[config.mk]
export PLATFORM = sky130hd
export DESIGN_NAME = prog_loader
export DESIGN_NICKNAME = d
export VERILOG_FILES = /design/src/rtl/prog_loader_pkg.sv /design/src/rtl/prog_loader_ld_csum.sv /design/src/rtl/prog_loader.sv
export SDC_FILE = /design/constraint.sdc
export NUM_CORES = 1
export LEC_CHECK = 0
export CAP_MARGIN = 20
export CORE_MARGIN = 1.5
export CORE_UTILIZATION = 50
export DETAILED_ROUTE_END_ITERATION = 10
export PLACE_DENSITY = 0.78
export SKIP_CTS_REPAIR_TIMING = 1
export SLEW_MARGIN = 25
export SYNTH_ARGS = -nofsm -noshare
export SYNTH_HDL_FRONTEND = slang
export SYNTH_SLANG_ARGS = --single-unit
[constraint.sdc]
create_clock -name CLK_LD -period 5.65 [get_ports CLK_LD]
set_input_delay 1.695 -clock CLK_LD [delete_from_list [all_inputs] [get_ports CLK_LD]]
set_output_delay 1.695 -clock CLK_LD [all_outputs]
set_load 0.05 [all_outputs]
[src/rtl/prog_loader_pkg.sv]
// Shared definitions for the program-memory loader: image geometry, byte width
// and the loader state encoding.
package prog_loader_pkg;

    localparam int DATA_W = 15;
    localparam int ADDR_W = 4;
    localparam int WORDS  = 16;
    localparam int BYTE_W = 8;

    typedef enum logic [2:0] {
        IDLE,
        HI,
        LO,
        WR,
        CSUM,
        FIN,
        FAIL
    } state_t;

    function automatic logic is_busy(input state_t s);
        return (s == HI) || (s == LO) || (s == WR) || (s == CSUM);
    endfunction

endpackage

[src/rtl/prog_loader_ld_csum.sv]
// 8-bit wrap-around byte accumulator with synchronous clear and a check that
// the running sum plus a candidate checksum byte is zero modulo 256.
module ld_csum
    import prog_loader_pkg::*;
(
    input  logic              CLK_LD,
    input  logic              RESET_N,
    input  logic              clr,
    input  logic              add_en,
    input  logic [BYTE_W-1:0] din,
    input  logic [BYTE_W-1:0] chk,
    output logic [BYTE_W-1:0] sum,
    output logic              zero
);

    // NOTE: sequential state uses non-blocking assignments so every flop samples pre-edge values.
    always_ff @(posedge CLK_LD or negedge RESET_N) begin
        if (!RESET_N)    sum <= '0;
        else if (clr)    sum <= '0;
        else if (add_en) sum <= sum + din;
    end

    assign zero = (BYTE_W'(sum + chk) == '0);

endmodule

[src/rtl/prog_loader.sv]
// Byte-stream program loader: pairs bytes into instruction words, writes them
// sequentially into program memory, then verifies a trailing checksum byte.
module prog_loader
    import prog_loader_pkg::*;
#(
    parameter int DATA_W = prog_loader_pkg::DATA_W,
    parameter int ADDR_W = prog_loader_pkg::ADDR_W,
    parameter int WORDS  = prog_loader_pkg::WORDS
) (
    input  logic              CLK_LD,
    input  logic              RESET_N,
    input  logic              START,
    input  logic [7:0]        RX_DATA,
    input  logic              RX_VALID,
    output logic              RX_READY,
    output logic              WE,
    output logic [ADDR_W-1:0] WADDR,
    output logic [DATA_W-1:0] WDATA,
    output logic              BUSY,
    output logic              DONE,
    output logic              ERR,
    output logic              CPU_HOLD
);

    localparam int HI_W = DATA_W - BYTE_W;

    state_t            state, state_nxt;
    logic [ADDR_W-1:0] addr, addr_nxt;
    logic [HI_W-1:0]   hi_q, hi_nxt;
    logic [ADDR_W-1:0] waddr_nxt;
    logic [DATA_W-1:0] wdata_nxt;
    logic              done_nxt, err_nxt;
    logic              sum_clr, sum_add, sum_zero;
    logic [BYTE_W-1:0] sum;
    logic              accept;

    assign accept = RX_VALID && RX_READY;

    ld_csum u_csum (
        .CLK_LD  (CLK_LD),
        .RESET_N (RESET_N),
        .clr     (sum_clr),
        .add_en  (sum_add),
        .din     (RX_DATA),
        .chk     (RX_DATA),
        .sum     (sum),
        .zero    (sum_zero)
    );

    // NOTE: every signal driven here gets a default first so no path can infer a latch.
    always_comb begin
        state_nxt = state;
        addr_nxt  = addr;
        hi_nxt    = hi_q;
        waddr_nxt = WADDR;
        wdata_nxt = WDATA;
        done_nxt  = DONE;
        err_nxt   = ERR;
        sum_clr   = 1'b0;
        sum_add   = 1'b0;
        unique case (state)
            IDLE, FIN, FAIL: begin
                if (START) begin
                    state_nxt = HI;
                    addr_nxt  = '0;
                    sum_clr   = 1'b1;
                    done_nxt  = 1'b0;
                    err_nxt   = 1'b0;
                end
            end
            HI: begin
                if (accept) begin
                    if (RX_DATA[7]) begin
                        state_nxt = FAIL;
                        done_nxt  = 1'b1;
                        err_nxt   = 1'b1;
                    end else begin
                        hi_nxt    = RX_DATA[HI_W-1:0];
                        sum_add   = 1'b1;
                        state_nxt = LO;
                    end
                end
            end
            LO: begin
                if (accept) begin
                    wdata_nxt = {hi_q, RX_DATA};
                    waddr_nxt = addr;
                    sum_add   = 1'b1;
                    state_nxt = WR;
                end
            end
            WR: begin
                // The last word goes straight to the checksum, so addr never wraps.
                if (addr == ADDR_W'(WORDS - 1)) begin
                    state_nxt = CSUM;
                end else begin
                    addr_nxt  = addr + ADDR_W'(1);
                    state_nxt = HI;
                end
            end
            CSUM: begin
                if (accept) begin
                    done_nxt  = 1'b1;
                    err_nxt   = !sum_zero;
                    state_nxt = sum_zero ? FIN : FAIL;
                end
            end
            default: state_nxt = IDLE;
        endcase
    end

    always_ff @(posedge CLK_LD or negedge RESET_N) begin
        if (!RESET_N) begin
            state <= IDLE;
            addr  <= '0;
            hi_q  <= '0;
        end else begin
            state <= state_nxt;
            addr  <= addr_nxt;
            hi_q  <= hi_nxt;
        end
    end

    // Outputs are registered copies decoded from the next state.
    always_ff @(posedge CLK_LD or negedge RESET_N) begin
        if (!RESET_N) begin
            RX_READY <= 1'b0;
            WE       <= 1'b0;
            WADDR    <= '0;
            WDATA    <= '0;
            BUSY     <= 1'b0;
            CPU_HOLD <= 1'b0;
            DONE     <= 1'b0;
            ERR      <= 1'b0;
        end else begin
            RX_READY <= (state_nxt == HI) || (state_nxt == LO) || (state_nxt == CSUM);
            WE       <= (state_nxt == WR);
            WADDR    <= waddr_nxt;
            WDATA    <= wdata_nxt;
            BUSY     <= is_busy(state_nxt);
            CPU_HOLD <= is_busy(state_nxt);
            DONE     <= done_nxt;
            ERR      <= err_nxt;
        end
    end

endmodule

==> implementation parameters <==
Parameter                              Value

CTS
  Number of clock sinks seen by CTS    46
  Latest clock arrival within the worst-skew pair    0.31 ns
  Buffer type at the clock tree root    sky130_fd_sc_hd__clkbuf_8
  Maximum root-to-sink buffer count    2
  Reg clk slew, reported paths    0.09 ns
  CTS buffer count    5
  Number of H-tree branching levels    2
  Clock tree from TritonCTS    done

Layout
  Final nets    282
  Post-Layout Cell Count    314
  Fraction of final layout cells with drive strength greater than 1    0.08397
  Antenna diode count    0
  Area growth from synthesis to final layout    21.49%

Power and ir drop
  Net switching share of the total power    0.4621
  Switching component of the power    0.0007500 W
  Total leakage power    1.284 nW
  Power per Cell Area    599.2 nW/um^2
  Design internal power    0.0008731 W
  Clock group share of total power    0.130
  Peak supply drop    0.2474 mV
  Fraction of power consumed by combinational cells    0.524
  Register share of total power    0.346

STA
  Final Max Tran Viols    0
  Worst-case headroom to the max-slew limit    0.4965
  Setup repair after global routing missed its margin    false
  Final Cycle Share    0.7528
  Worst setup skew after layout    0.009793 ns
  Setup violation total in the final timing report    0
  Count of final hold-check violations    0
  Max Fclk    235.1 MHz
  Setup TNS    0 ns
  Measured slew at the worst slew-check pin    0.7553 ns
  Final critical-path required period    4.253 ns
  Worst hold-check slack    0.4745 ns

Setup path
  Critical path start-end classification    primary input to flip-flop
  Req. time, crit path    5.84 ns
  Largest driver fanout on the critical path    3
  Endpoint of the most critical register-to-register path    u_csum.sum[6]
  Standard cell with the maximum stage delay on the critical path    sky130_fd_sc_hd__clkdlybuf4s50_1
  Type of element launching the critical path    primary input
  Slack of the worst reg-to-reg path    2.88 ns
  R2R Path Start    state[1]
  Worst reg-to-reg path cell count    5
  Data arrival time of the critical path    4.45 ns
  CP Capture Type    flip-flop
  Delay of the slowest cell on the worst path    0.45 ns
  Critical-path cell list    clkdlybuf4s50_1 > ha_1 > fa_1 > a211oi_1 > nor2_1 > xor2_1 > or4_1 > or4_4 > o22a_1

Floorplan
  Die Y    69.78 um
  I/O Pins    37
  Die ar.    4869 sq um
  Die W    69.78 um
  CORE AREA    4324 sq um
  Starting Density    0.5156
  Number of core rows    24

Route
  Count of antenna-violating nets left after detailed routing    0
  Post-route DRC    0
  Number of vias per cell after detailed routing    5.462
  Avg WL per Cell    13.96 um
  Initial detailed-routing violation count    119
  Pre-Repair DR Iteration Count    5
  Routed via count    1715
  Total routed wirelength    4384 um

Outcome
  Result of the run    finished clean

Synth
  Library cell with the highest instance count after synthesis    sky130_fd_sc_hd__nand2_1
  Post-synthesis sequential area ratio    0.5163
  Ys flop type    sky130_fd_sc_hd__dfrtp_1
  Count of warnings emitted by yosys    0
  Post-synthesis instance area    2230 sq um
  Synth Instances    227
  Synth async-reset ratio    1.000
  Area share of the leading cell type in the synthesized netlist    0.5163
  Nets in the synthesized netlist    248
  Post-synth EDFFs    0
  Per-instance average area after synthesis    9.822 sq um
  Synth area leaders    sky130_fd_sc_hd__dfrtp_1 (52%), sky130_fd_sc_hd__nand2_1 (12%), sky130_fd_sc_hd__ha_1 (4.5%), sky130_fd_sc_hd__mux2_2 (4.0%), sky130_fd_sc_hd__a22o_1 (2.7%)
  Post-synthesis cell type with the largest combined area    sky130_fd_sc_hd__dfrtp_1
  Yosys reg bits    46
  Netlist cell types    40
  Commonest cells post-synth    sky130_fd_sc_hd__nand2_1 (69), sky130_fd_sc_hd__dfrtp_1 (46), sky130_fd_sc_hd__nor2_1 (13)

Hold path
  Type of the worst min-delay path    flip-flop to flip-flop
  Hold endpoint    WDATA[10]
  Worst hold path stage count    2
  Worst hold start    hi_q[2]

GRT
  First-pass GRT wire length    7590 um
  Global-route total usage across every layer    0.1956
  Remaining global-route overflow    0
  Vias in the first global route    1622
  Number of antenna violations at the first check in global routing    0
  Largest net degree at the start of global routing    47

Job
  Number of max-cap violations    0

Placement
  Post-Place Cells    306
  Last weighted congestion value of the routability-driven placer    0.8824
  Input/output buffers    36
  HPWL reported at the end of detailed placement    3013 um
## kinds of logic after synthesis
| kind of cell | share of synthesized area |
|---|---|
| mux | 0.04041 |
| buf+inv | 0.02526 |
| fa+ha+maj | 0.05387 |
| compound gates | 0.1380 |
| simple gates | 0.1908 |
| flops | 0.5163 |
| xor+xnor | 0.03535 |
## final cells by class
type	instances	area (sq um)
clock buffers	5	68.82
clock inverters	3	25.02
fillers	378	1615
inverters	5	18.77
multi-input cells	167	1022
flip-flops and latches	46	1151
well taps	52	65.06
repair buffers	36	357.8
## cells in the final DEF (no fill, tap or decap), drive strengths merged, types with 6 or more instances in the layout
cell type and n:
nand2 70, dfrtp 46, clkdlybuf4s50 35, nor2 13
o21ai 9, mux2 8, ha 8, a22o 7
inv 6
## layer usage
| metal | track usage | share of wire | vias up |
|---|---|---|---|
| met2 | 0.2952 | 0.45 | 43 |
| met5 | 0 | 0 | - |
| li1 | - | - | 847 |
| met4 | 0.06410 | 0.012 | 0 |
| met3 | 0.04360 | 0.043 | 4 |
| met1 | 0.2811 | 0.49 | 821 |
## worst max-delay path by stage
stage               start  end  slack, ns  depth (start not counted)
2_1_floorplan  RX_DATA[0]  ERR       1.71                          8
3_3_place_gp   RX_DATA[0]  ERR       1.12                          9
3_5_place_dp   RX_DATA[0]  ERR       1.10                          9
4_1_cts        RX_DATA[0]  ERR       1.41                          9
5_1_grt        RX_DATA[0]  ERR       1.29                          9
6_report       RX_DATA[0]  ERR       1.40                          9
## power groups by stage
stage | sequential, W | combinational [W] | clock [W]
2_1_floorplan | 0.000778 | 0.000401 | 0
3_3_place_gp | 0.000564 | 0.000833 | 0
3_5_place_dp | 0.000569 | 0.000848 | 0
4_1_cts | 0.000563 | 0.000853 | 0.000216
5_1_grt | 0.000585 | 0.000918 | 0.000226
6_report | 0.000562 | 0.000850 | 0.000211
## stage by stage
stage / setup slack (ns) / util / instance area (sq um) / total power (W)
2_1_floorplan: 1.715 / - / 2230 / 0.001179
3_3_place_gp: 1.121 / 0.6042 / 2613 / 0.001397
3_5_place_dp: 1.102 / 0.6042 / 2613 / 0.001417
4_1_cts: 1.408 / 0.6259 / 2706 / 0.001631
5_1_grt: 1.291 / 0.6264 / 2709 / 0.001729
6_report: 1.397 / 0.6264 / 2709 / 0.001623
## registers in the layout, summed over array words and instances (netlist names)
| signal | cells |
|---|---|
| addr | 4 |
| state | 3 |
| WE | 1 |
| u_csum.sum | 8 |
| RX_READY | 1 |
| ERR | 1 |
| hi_q | 7 |
| DONE | 1 |
| CPU_HOLD | 1 |
| WADDR | 4 |
| WDATA | 15 |
## critical path, delay by kind of cell
kind                     cells  cell delay (ns)
AND/OR/NAND/NOR              3             0.95
adder cells (fa/ha/maj)      2             0.68
AO/OA/AOI/OAI                2             0.51
buffers and inverters        1             0.45
XOR/XNOR                     1             0.16
No activity file was read; power rests on OpenSTA's default activity.
